**config.mk**
```make
export PLATFORM = sky130hd
export DESIGN_NAME = alu_mul_sequencer
export DESIGN_NICKNAME = d
export VERILOG_FILES = /design/src/rtl/alu_mul_sequencer.sv
export SDC_FILE = /design/constraint.sdc
export NUM_CORES = 1
export LEC_CHECK = 0
export ABC_CLOCK_PERIOD_IN_PS = 2200
export BUFFER_PORTS_ARGS = -buffer_cell sky130_fd_sc_hd__buf_2
export CORE_ASPECT_RATIO = 0.8
export CORE_UTILIZATION = 45
export CTS_BUF_LIST = sky130_fd_sc_hd__clkbuf_8
export DETAILED_ROUTE_END_ITERATION = 10
export PLACE_DENSITY = 0.71
export SYNTH_ARGS = -nofsm -noshare
export SYNTH_HDL_FRONTEND = slang
export SYNTH_SLANG_ARGS = --single-unit
```
**constraint.sdc**
```tcl
create_clock -name clk -period 2.2 [get_ports clk]
set_input_delay 0.22 -clock clk [delete_from_list [all_inputs] [get_ports clk]]
set_output_delay 0.22 -clock clk [all_outputs]
set_load 0.01 [all_outputs]
```
**src/rtl/alu_mul_sequencer.sv**
```systemverilog
// Shift-and-add multiplier controller that borrows the shared ALU to form op_a*op_b mod 2^WIDTH.
// Each iteration spends three cycles on the ALU: conditional ADD, LSL of the multiplicand, LSR of the multiplier.
module alu_mul_sequencer #(
    parameter int WIDTH      = 16,
    parameter bit EARLY_EXIT = 1'b1
) (
    input  logic             clk,
    input  logic             reset_n,
    input  logic             start,
    input  logic [WIDTH-1:0] op_a,
    input  logic [WIDTH-1:0] op_b,
    output logic             busy,
    output logic             done,
    output logic [WIDTH-1:0] result,
    output logic [WIDTH-1:0] alu_a,
    output logic [WIDTH-1:0] alu_b,
    output logic [3:0]       alu_ctrl,
    input  logic [WIDTH-1:0] alu_out
);

    localparam int CW = (WIDTH > 1) ? $clog2(WIDTH) : 1;
    localparam logic [CW-1:0]    CNT_LAST = CW'(WIDTH - 1);
    localparam logic [WIDTH-1:0] ONE      = WIDTH'(1);

    localparam logic [3:0] OP_ADD  = 4'b0000;
    localparam logic [3:0] OP_LSL  = 4'b0100;
    localparam logic [3:0] OP_LSR  = 4'b0011;
    localparam logic [3:0] OP_NONE = 4'b1111;

    typedef enum logic [2:0] {
        S_IDLE,
        S_ADD,
        S_SHA,
        S_SHB,
        S_DONE
    } state_t;

    state_t           state_q, state_d;
    logic [WIDTH-1:0] a_q, a_d;
    logic [WIDTH-1:0] b_q, b_d;
    logic [WIDTH-1:0] acc_q, acc_d;
    logic [WIDTH-1:0] result_q, result_d;
    logic [CW-1:0]    cnt_q, cnt_d;
    logic             last_iter;

    always_ff @(posedge clk or negedge reset_n) begin
        if (!reset_n) begin
            state_q  <= S_IDLE;
            a_q      <= '0;
            b_q      <= '0;
            acc_q    <= '0;
            result_q <= '0;
            cnt_q    <= '0;
        end else begin
            state_q  <= state_d;
            a_q      <= a_d;
            b_q      <= b_d;
            acc_q    <= acc_d;
            result_q <= result_d;
            cnt_q    <= cnt_d;
        end
    end

    // The LSR result is the shifted multiplier, so a zero here means no set bits remain.
    assign last_iter = (cnt_q == CNT_LAST) || (EARLY_EXIT && (alu_out == '0));

    always_comb begin
        state_d  = state_q;
        a_d      = a_q;
        b_d      = b_q;
        acc_d    = acc_q;
        result_d = result_q;
        cnt_d    = cnt_q;
        alu_a    = '0;
        alu_b    = '0;
        alu_ctrl = OP_NONE;

        case (state_q)
            S_IDLE: begin
                if (start) begin
                    a_d     = op_a;
                    b_d     = op_b;
                    acc_d   = '0;
                    cnt_d   = '0;
                    state_d = S_ADD;
                end
            end
            S_ADD: begin
                alu_a    = acc_q;
                alu_b    = a_q;
                alu_ctrl = OP_ADD;
                if (b_q[0]) begin
                    acc_d = alu_out;
                end
                state_d = S_SHA;
            end
            S_SHA: begin
                alu_a    = a_q;
                alu_b    = ONE;
                alu_ctrl = OP_LSL;
                a_d      = alu_out;
                state_d  = S_SHB;
            end
            S_SHB: begin
                alu_a    = b_q;
                alu_b    = ONE;
                alu_ctrl = OP_LSR;
                b_d      = alu_out;
                if (last_iter) begin
                    result_d = acc_q;
                    state_d  = S_DONE;
                end else begin
                    cnt_d   = cnt_q + CW'(1);
                    state_d = S_ADD;
                end
            end
            S_DONE: begin
                state_d = S_IDLE;
            end
            default: begin
                state_d = S_IDLE;
            end
        endcase
    end

    assign busy   = (state_q != S_IDLE);
    assign done   = (state_q == S_DONE);
    assign result = result_q;

endmodule

```
==> impl_results.md, run 1 <==
- Outcome: finished clean
- Final setup fails: 0
- Synth top area share: 0.479
- CP Capture Type: output port
- Finished Core Util: 0.579
- Final Net Count: between 500 and 600
- Rel. slew slack: 0.295
- Worst-path cell chain: buf_4 -> nor3b_2 -> buf_4 -> and2_1 -> buf_2
- Design area: approximately 4600 µm²
- Final setup TNS: 0 ns
- Initial antenna violation count: 0
- Commonest non-fill, non-tap cell in the layout: buf_2
- Die width: roughly 100 µm
- Synthesized flop and latch total: 71
- Tightest Hold Check Type: in2reg
- Worst IR Drop VDD: 0.840 mV
- DR iter-0 viols: between 150 and 200
- DRC Markers: 0
- Clk pwr share: 0.171
- Cell accounting for the most synthesized area: dfrtp_1
- Power, Total: roughly 0.0060 W
- Clk sinks: 71
- Via count: around 3100
- Post-synth cell types: 39
- Area grow syn2layout: 24.2%
- Initial Utilization: 0.467
- Die height: 83.2 µm
- Port buffer count: about 100
- Buf/Inv on CP: 3
- Share of cells above drive strength 1: 0.379
- Vias in the first global route: 3070
- P_sw: approximately 0.0025 W
- First-pass GRT wire length: 15.6 mm
- Row cnt: 29
- Crit-path slowest cell: dfrtp_1
- Synthesis Warnings: 0
- Post-synth EDFFs: 0
- Die area: roughly 8600 µm²
- GR Util All Layers: 0.240
- Clk buf depth: 2
- Reg2reg path depth: 5
- Antenna viol nets, final: 0
- Final Hold Fails: 0
- Routed len/inst: 16.3 µm
- Crit path DAT: around 1.8 ns
- Startpoint types: flop
- Crit Path Category: reg2out
- Clk_lat worst skew: around 0.34 ns
- Fill cells: around 700
- Dpl hpwl: ~6.8 mm
- Synth Instances: 370
- Ranking of synthesized cells by area: dfrtp_1 (48%), mux2_2 (7.6%), a22oi_1 (6.3%)
- Final min period: roughly 2 ns
- Core area: between 7000 and 8000 µm²
- Commonest cells after routing, fill and taps aside: buf_2 (104), dfrtp_1 (71), nand2_1 (48), a22oi_1 (31), o21ai_0 (31)
- Syn_area_per_cell: roughly 10 µm²
- CP top delay family: buffers and inverters
- Period utilization: 0.913
- CP max FO: 18
- CP Depth: 5
- Power share of the sequential group: 0.340
- Combinational power share: 0.489
- Clk slew on worst S/H paths: ~0.080 ns
- Post-DP Area: between 4000 and 5000 µm²
- Max Freq: between 400 and 500 MHz
- Skew final: around 0.0065 ns
- Power Density: roughly 1300 nW/µm²
- Top Ports: roughly 110
- Gr ovfl total: 0
- Largest net degree at the start of global routing: a little over 70
- Final Wtd Congestion: 0.880
- Total CTS buffers: 9
- Worst Hold Depth: 3
- Htree depth: 3
- WL met3: around 650 µm
- Required time of the critical path: slightly below 2 ns
- Metal-1 WL: between 4 and 5 mm
- Most frequent CP cell: buf_4
- Internal: about 0.0035 W
- Routed WL: ~9.5 mm
- Max-Cap Viols: 0
- Metal2 WL: 4.61 mm
- Total iterations of the first detailed-routing run: 4
- Worst path max stage delay: between 0.4 and 0.5 ns
- Mapped Nets: around 420
- RSZ-0062 raised after global routing: no
- Post-Syn Area: approximately 3700 µm²
- Clock root buffer: clkbuf_8
- Fraction of registers with async set/reset: 1.00
- Seq/Total Area, Yosys: 0.479
- Worst slew pin tran: approximately 1.1 ns
- Fin. max-slew vios: 0
- Vias per inst: between 5 and 6
- Ys flop type: dfrtp_1
- CTS tree: built
- Highest metal used: met4
- Net Sw Frac: 0.413
- P_leak: 2.28 nW
- # diodes: 0
==> final timing paths <==
path                                         from  slack (ns)              endpoint
max                        state_q[1]$_DFFE_PN0P_        0.19              alu_b[7]
min in group asynchronous                 reset_n        0.43    a_q[5]$_DFFE_PN0P_
min                                       op_b[8]        0.11    b_q[8]$_DFFE_PN0P_
min reg2reg                   b_q[11]$_DFFE_PN0P_        0.48   b_q[11]$_DFFE_PN0P_
max reg2reg                state_q[1]$_DFFE_PN0P_        0.21   b_q[10]$_DFFE_PN0P_
max in group asynchronous                 reset_n        1.47  acc_q[6]$_DFFE_PN0P_
==> sequential cells by signal, indices dropped and copies added (netlist names) <==
register,count
a_q,16
acc_q,16
b_q,16
cnt_q,4
result,16
state_q,3
==> power groups by stage <==
stage          combinational (W)  clock (W)  sequential, W
2_1_floorplan            0.00200          0        0.00194
3_3_place_gp             0.00288          0        0.00204
3_5_place_dp             0.00295          0        0.00207
4_1_cts                  0.00297    0.00105        0.00205
5_1_grt                  0.00330    0.00110        0.00211
6_report                 0.00294    0.00103        0.00205
==> Yosys cell counts, types with 2 or more instances <==
| library cell | instances |
|---|---|
| clkbuf_1 | 12 |
| a21oi_1 | 4 |
| nor2_1 | 22 |
| mux2_4 | 9 |
| and2_1 | 15 |
| buf_2 | 7 |
| buf_4 | 3 |
| nand3_1 | 18 |
| nor2b_1 | 3 |
| mux2i_1 | 17 |
| nand2b_1 | 3 |
| inv_1 | 19 |
| o21ai_1 | 2 |
| a22oi_1 | 31 |
| o21ai_0 | 31 |
| mux2_2 | 25 |
| nand2_1 | 48 |
| nor4_2 | 4 |
| dfrtp_1 | 71 |
| nor3_1 | 2 |
| nor3b_1 | 2 |
| buf_1 | 5 |
==> layout make-up <==
| type | count | area, µm² | share of cell area |
|---|---|---|---|
| timing repair buffer | 120 | 693 | 0.151 |
| sequential | 71 | 1780 | 0.386 |
| tap | 108 | 135 | 0.0293 |
| clock buffer | 9 | 124 | 0.0269 |
| clock inverter | 7 | 73.8 | 0.0160 |
| inverter | 19 | 71.3 | 0.0155 |
| multi-input combinational | 251 | 1730 | 0.376 |
==> kinds of logic (layout without fill, tap and decap cells) <==
family | after synthesis | in the layout | synth area share
AO/OA/AOI/OAI | 75 | 75 | 0.131
flip-flops | 71 | 71 | 0.479
adder cells (fa/ha/maj) | 1 | 1 | 0.00337
buffers and inverters | 48 | 155 | 0.0604
multiplexers | 51 | 51 | 0.158
AND/OR/NAND/NOR | 124 | 124 | 0.168
==> layer usage <==
layer	vias up	track usage
met2	121	0.379
met4	0	0.0512
met5	-	0
met1	1488	0.329
li1	1484	-
met3	10	0.0690
==> metrics by stage <==
step	hold WS [ns]	instances	setup WS [ns]
after global placement	0.280	568	0.260
after detailed placement	0.277	568	0.147
after CTS	0.0943	585	0.0907
after global routing	0.0963	585	0.0708
final	0.107	585	0.191
after floorplan	-0.0756	370	0.566
==> repair_timing <==
action,CTS,global route
resized for setup,1,1
hold endpoints to repair,71,0
hold buffers,1,0
setup endpoints to repair,16,16
setup buffers,0,0
==> worst min-delay path, stage by stage <==
cell and delay [ns]:
buf_2 0.08, a22oi_1 0.07, nand2_1 0.05
No activity file was read; power rests on OpenSTA's default activity.
==> run 2: changes to the inputs <==
CORE_ASPECT_RATIO = 1.4   (was 0.8)
==> impl_results.md, run 2 (synthesis gave the netlist of run 1 again) <==
- Gr ovfl total: 0 (unchanged)
- RSZ-0062 raised after global routing: no (unchanged)
- Hold_buf cts: 0 (was 1)
- Fin. max-slew vios: 0 (unchanged)
- Port buffer count: 104 (unchanged)
- Max Freq: 473 MHz (was 498 MHz)
- Die height: 109 µm (was 83.2 µm)
- First-pass GRT wire length: 16.4 mm (was 15.6 mm)
- Tightest Hold Check Type: in2async (was in2reg)
- Failing checks: hold timing
- GRT met2 Usage: 0.455 (was 0.379)
- Routed WL: 10.4 mm (was 9.54 mm)
- Final setup TNS: 0 ns (unchanged)
- Commonest cells after routing, fill and taps aside: buf_2 (103), dfrtp_1 (70), nand2_1 (48), a22oi_1 (31), o21ai_0 (31) (was buf_2 (104), dfrtp_1 (71), nand2_1 (48), a22oi_1 (31), o21ai_0 (31))
- R2R Path Start: cnt_q[0]$_DFFE_PN0P_ (was state_q[1]$_DFFE_PN0P_)
- GR Util met1: 0.311 (was 0.329)
- Htree depth: 3 (unchanged)
- Worst slew pin tran: 0.911 ns (was 1.05 ns)
- Final Net Count: 525 (was 524)
- Via count: 3205 (was 3103)
- Top Ports: 105 (unchanged)
- Total iterations of the first detailed-routing run: 6 (was 4)
- Final min period: 2.11 ns (was 2.01 ns)
- Internal: 0.00366 W (was 0.00353 W)
- Skew final: 0.00770 ns (was 0.00648 ns)
- CP Capture Type: output port (unchanged)
- Power share of the sequential group: 0.332 (was 0.340)
- Vias per inst: 5.54 (was 5.30)
- Max-Cap Viols: 0 (unchanged)
- Global routing's busiest layer: met2 (unchanged)
- Worst Slack Setup Final: 0.0854 ns (was 0.191 ns)
- Final Hold Fails: 13 (was 0)
- Crit path DAT: 1.89 ns (was 1.79 ns)
- FF-to-FF setup slack: 0.29 ns (was 0.21 ns)
- CP max FO: 10 (was 18)
- Hold_ws: -0.0187 ns (was 0.107 ns)
- CTS tree: built (unchanged)
- Share of cells above drive strength 1: 0.381 (was 0.379)
- P_sw: 0.00254 W (was 0.00249 W)
- Initial antenna violation count: 0 (unchanged)
- Reg-to-Reg End: result[4]$_DFFE_PN0P_ (was b_q[10]$_DFFE_PN0P_)
- Initial Utilization: 0.473 (was 0.467)
- Largest net degree at the start of global routing: 72 (unchanged)
- Combinational power share: 0.484 (was 0.489)
- Period utilization: 0.961 (was 0.913)
- Net Sw Frac: 0.410 (was 0.413)
- Final setup fails: 0 (unchanged)
- Vias in the first global route: 3228 (was 3070)
- Core area: 7850 µm² (was 7950 µm²)
- Finished Core Util: 0.587 (was 0.579)
- Final Wtd Congestion: 0.828 (was 0.880)
- Clk slew on worst S/H paths: 0.08 ns (about the same)
- Dpl hpwl: 6.91 mm (was 6.84 mm)
- Clk pwr share: 0.184 (was 0.171)
- DRC Markers: 0 (unchanged)
- # diodes: 0 (unchanged)
- Antenna viol nets, final: 0 (unchanged)
- Row cnt: 38 (was 29)
- DP Worst Slack: 0.262 ns (was 0.147 ns)
- P_leak: 2.30 nW (was 2.28 nW)
- Clk_lat worst skew: 0.36 ns (was 0.34 ns)
- Clock root buffer: clkbuf_8 (unchanged)
- Commonest non-fill, non-tap cell in the layout: buf_2 (unchanged)
- Power Density: 1350 nW/µm² (was 1310 nW/µm²)
- Crit Path Category: reg2out (unchanged)
- Die width: 78.7 µm (was 103 µm)
- Outcome: finished with violations (was finished clean)
- Required time of the critical path: 1.98 ns (about the same)
- Clk buf depth: 2 (unchanged)
- Grt met3 use: 0.0332 (was 0.0690)
- Clk sinks: 71 (unchanged)
- Startpoint types: flop (unchanged)
- Total CTS buffers: 9 (unchanged)
- DR iter-0 viols: 233 (was 166)
- Die area: 8610 µm² (about the same)
- Rel. slew slack: 0.393 (was 0.295)
- CP startpoint: state_q[1]$_DFFE_PN0P_ (unchanged)
- Post-CTS setup buffer count: 0 (unchanged)
- Reg2reg path depth: 5 (unchanged)
- Area grow syn2layout: 24.1% (was 24.2%)
- GR Util All Layers: 0.255 (was 0.240)
- Worst IR Drop VDD: 0.699 mV (was 0.840 mV)
- Routed len/inst: 17.9 µm (was 16.3 µm)
## run 2: cell count changes in the layout (fill, tap and decap cells not counted), sizes merged
cell	change
inv	+1
bufinv	+1
dlygate4sd3	-1
buf	+2
clkinvlp	-2
## run 2: how the worst max path moves through the flow
stage	end	cells past startpoint
final	alu_b[7]	5
after global routing	alu_a[9]	7
after CTS	alu_a[9]	7
after detailed placement	result[4]$_DFFE_PN0P_	6
after global placement	result[4]$_DFFE_PN0P_	6
after floorplan	cnt_q[3]$_DFFE_PN0P_	6
## run 2: final cells by class
cell class                 instances  area, µm²
fill                             700       3240
sequential                        71       1780
clock inverter                     7       88.8
clock buffer                       9        124
timing repair buffer             121        692
multi-input combinational        251       1720
inverter                          19       71.3
tap                              100        125
## run 2: critical path: stages (launching register included)
cell	delay (ns)
dfrtp_1	0.45
buf_4	0.21
nor3b_2	0.30
buf_4	0.24
and2_1	0.19
buf_2	0.15
## run 2: repair_timing
item                                    in CTS  in global routing
endpoints found under the setup margin       0                 13
endpoints found under the hold margin        0                  0
resized for setup                            0                  2
## run 2: layer usage
layer  vias to the layer above  routed length [µm]  share of wire
li1                       1487                   -              -
met1                      1584                4190           0.40
met2                       121                5450           0.53
met3                        13                 548          0.053
met4                         0                 175          0.017
met5                         -                   0              0
## run 2: power groups by stage
stage | logic (W) | registers, W | clock network (W)
4_1_cts | 0.00300 | 0.00205 | 0.00115
3_5_place_dp | 0.00297 | 0.00207 | 0
6_report | 0.00300 | 0.00206 | 0.00114
3_3_place_gp | 0.00291 | 0.00204 | 0
2_1_floorplan | 0.00200 | 0.00194 | 0
5_1_grt | 0.00330 | 0.00212 | 0.00120
## run 2: per-stage QoR
step                power [W]  cell area, µm²  std cells
global route          0.00662            4600        578
floorplan             0.00394            3710        370
detailed placement    0.00504            4380        562
finish                0.00619            4600        578
global placement      0.00495            4380        562
CTS                   0.00620            4600        578
==> run 3: changes to the inputs <==
ABC_CLOCK_PERIOD_IN_PS = default   (was 2200)
CORE_ASPECT_RATIO = 2   (was 1.4)
==> impl_results.md, run 3 (synthesis gave the netlist of run 1 again) <==
- Outcome: finished clean (was finished with violations)
- P_leak: 2.34 nW (was 2.30 nW)
- Required time of the critical path: 1.98 ns (about the same)
- Port buffer count: 104 (unchanged)
- First-pass GRT wire length: 16.2 mm (was 16.4 mm)
- Final Wtd Congestion: 0.884 (was 0.828)
- Clk buf depth: 2 (unchanged)
- Max Freq: 473 MHz (about the same)
- Buf/Inv on CP: 3 (unchanged)
- Die height: 130 µm (was 109 µm)
- Tightest Hold Check Type: in2reg (was in2async)
- Vias per inst: 5.46 (was 5.54)
- Crit path DAT: 1.90 ns (was 1.89 ns)
- Commonest cells after routing, fill and taps aside: buf_2 (103), dfrtp_1 (70), nand2_1 (48), a22oi_1 (31), o21ai_0 (31) (unchanged)
- Fin. max-slew vios: 0 (unchanged)
- DP Worst Slack: 0.267 ns (was 0.262 ns)
- DRC Markers: 0 (unchanged)
- Final setup fails: 0 (unchanged)
- Skew final: 0.00756 ns (was 0.00770 ns)
- Power Density: 1330 nW/µm² (was 1350 nW/µm²)
- Startpoint types: flop (unchanged)
- Top Ports: 105 (unchanged)
- Antenna viol nets, final: 0 (unchanged)
- Worst Slack Setup Final: 0.0845 ns (was 0.0854 ns)
- Final Net Count: 533 (was 525)
- Initial antenna violation count: 0 (unchanged)
- Max-Cap Viols: 0 (unchanged)
- Die area: 8630 µm² (was 8610 µm²)
- Die width: 66.2 µm (was 78.7 µm)
- # diodes: 0 (unchanged)
- Row cnt: 46 (was 38)
- Crit-path slowest cell: dfrtp_1 (unchanged)
- Power, Total: 0.00616 W (was 0.00619 W)
- Routed WL: 10.4 mm (about the same)
- CP top delay family: buffers and inverters (unchanged)
- Finished Core Util: 0.584 (was 0.587)
- Clk sinks: 71 (unchanged)
- Total CTS buffers: 9 (unchanged)
- RSZ-0062 raised after global routing: no (unchanged)
- Clk_lat worst skew: 0.35 ns (was 0.36 ns)
- Worst slew pin tran: 0.551 ns (was 0.911 ns)
- Routed len/inst: 17.9 µm (about the same)
- Worst path max stage delay: 0.48 ns (was 0.45 ns)
- Vias in the first global route: 3149 (was 3228)
- Core area: 7940 µm² (was 7850 µm²)
- Final Hold Fails: 0 (was 13)
- Clock root buffer: clkbuf_8 (unchanged)
- Rel. slew slack: 0.633 (was 0.393)
- Initial Utilization: 0.467 (was 0.473)
- GR Util All Layers: 0.258 (was 0.255)
- Dpl hpwl: 7.74 mm (was 6.91 mm)
- Commonest non-fill, non-tap cell in the layout: buf_2 (unchanged)
- Post-CTS setup buffer count: 0 (unchanged)
- CP Capture Type: output port (unchanged)
- DR iter-0 viols: 189 (was 233)
- Share of cells above drive strength 1: 0.391 (was 0.381)
- Final min period: 2.12 ns (was 2.11 ns)
- Gr ovfl total: 0 (unchanged)
- Clk slew on worst S/H paths: 0.07 ns (was 0.08 ns)
- Worst IR Drop VDD: 0.686 mV (was 0.699 mV)
- Htree depth: 3 (unchanged)
- Via count: 3177 (was 3205)
- Fill cells: 695 (was 700)
- Period utilization: 0.962 (was 0.961)
- Worst-path cell chain: buf_4 -> nor2_1 -> buf_4 -> a22oi_1 -> nor2_1 -> buf_2 (was buf_4 -> nor3b_2 -> buf_4 -> and2_1 -> buf_2)
- CP max FO: 16 (was 10)
- Total iterations of the first detailed-routing run: 4 (was 6)
- CTS tree: built (unchanged)
- Hold_ws: 0.0986 ns (was -0.0187 ns)
- Area grow syn2layout: 25.1% (was 24.1%)
- Largest net degree at the start of global routing: 38 (was 72)
- Crit Path Category: reg2out (unchanged)
- Final setup TNS: 0 ns (unchanged)
[run 3: cell types whose count changed in the layout (fill, tap and decap cells not counted), sizes merged]
| cell | before | now |
|---|---|---|
| inv | 20 | 19 |
| clkbuf | 9 | 11 |
| bufinv | 2 | 1 |
| clkinvlp | 2 | 1 |
| buf | 121 | 128 |
| clkinv | 2 | 3 |
| dlygate4sd3 | 0 | 1 |
[run 3: final cells by class]
class | instances | area (µm²) | share of cell area
flip-flops and latches | 71 | 1780 | 0.383
multi-input cells | 251 | 1720 | 0.371
clock buffers | 11 | 151 | 0.0326
clock inverters | 5 | 56.3 | 0.0121
repair buffers | 129 | 738 | 0.159
well taps | 96 | 120 | 0.0259
inverters | 19 | 71.3 | 0.0154
[run 3: worst min-delay path: stages]
cell	delay (ns)
buf_2	0.08
a22oi_1	0.07
nand2_1	0.06
[run 3: timing repair]
action                                  in CTS  in global routing
hold buffers                                 1                  0
resized for setup                            1                  0
endpoints found under the hold margin       34                  0
endpoints found under the setup margin       1                  0
[run 3: power breakdown]
| part | internal, W | switching, W | total (W) |
|---|---|---|---|
| Sequential | 0.00174 | 0.000338 | 0.00208 |
| Combinational | 0.00132 | 0.00169 | 0.00301 |
| Clock | 0.000583 | 0.000490 | 0.00107 |
| Total | 0.00364 | 0.00252 | 0.00616 |
[run 3: metal layers]
metal | part of all wire | track usage | vias up
met5 | 0 | 0 | -
met4 | 0.020 | 0.123 | 0
met3 | 0.038 | 0.0437 | 15
met2 | 0.56 | 0.462 | 99
met1 | 0.38 | 0.290 | 1559
li1 | - | - | 1504
[run 3: final timing paths]
path	start	to	slack (ns)	cells after the start
worst max-delay path	state_q[1]$_DFFE_PN0P_	alu_a[5]	0.08	6
worst min-delay path	op_b[2]	b_q[2]$_DFFE_PN0P_	0.1	3
worst max register to register	state_q[2]$_DFFE_PN0P_	acc_q[10]$_DFFE_PN0P_	0.30	6
worst min register to register	b_q[11]$_DFFE_PN0P_	b_q[11]$_DFFE_PN0P_	0.48	2
max in group asynchronous	reset_n	a_q[10]$_DFFE_PN0P_	1.26	3
min in group asynchronous	reset_n	a_q[9]$_DFFE_PN0P_	0.37	2
[run 3: metrics by stage]
| stage | instances | cell area, µm² |
|---|---|---|
| final | 582 | 4640 |
| after global routing | 582 | 4640 |
| after CTS | 582 | 4640 |
| after detailed placement | 565 | 4420 |
| after global placement | 565 | 4420 |
| after floorplan | 370 | 3710 |
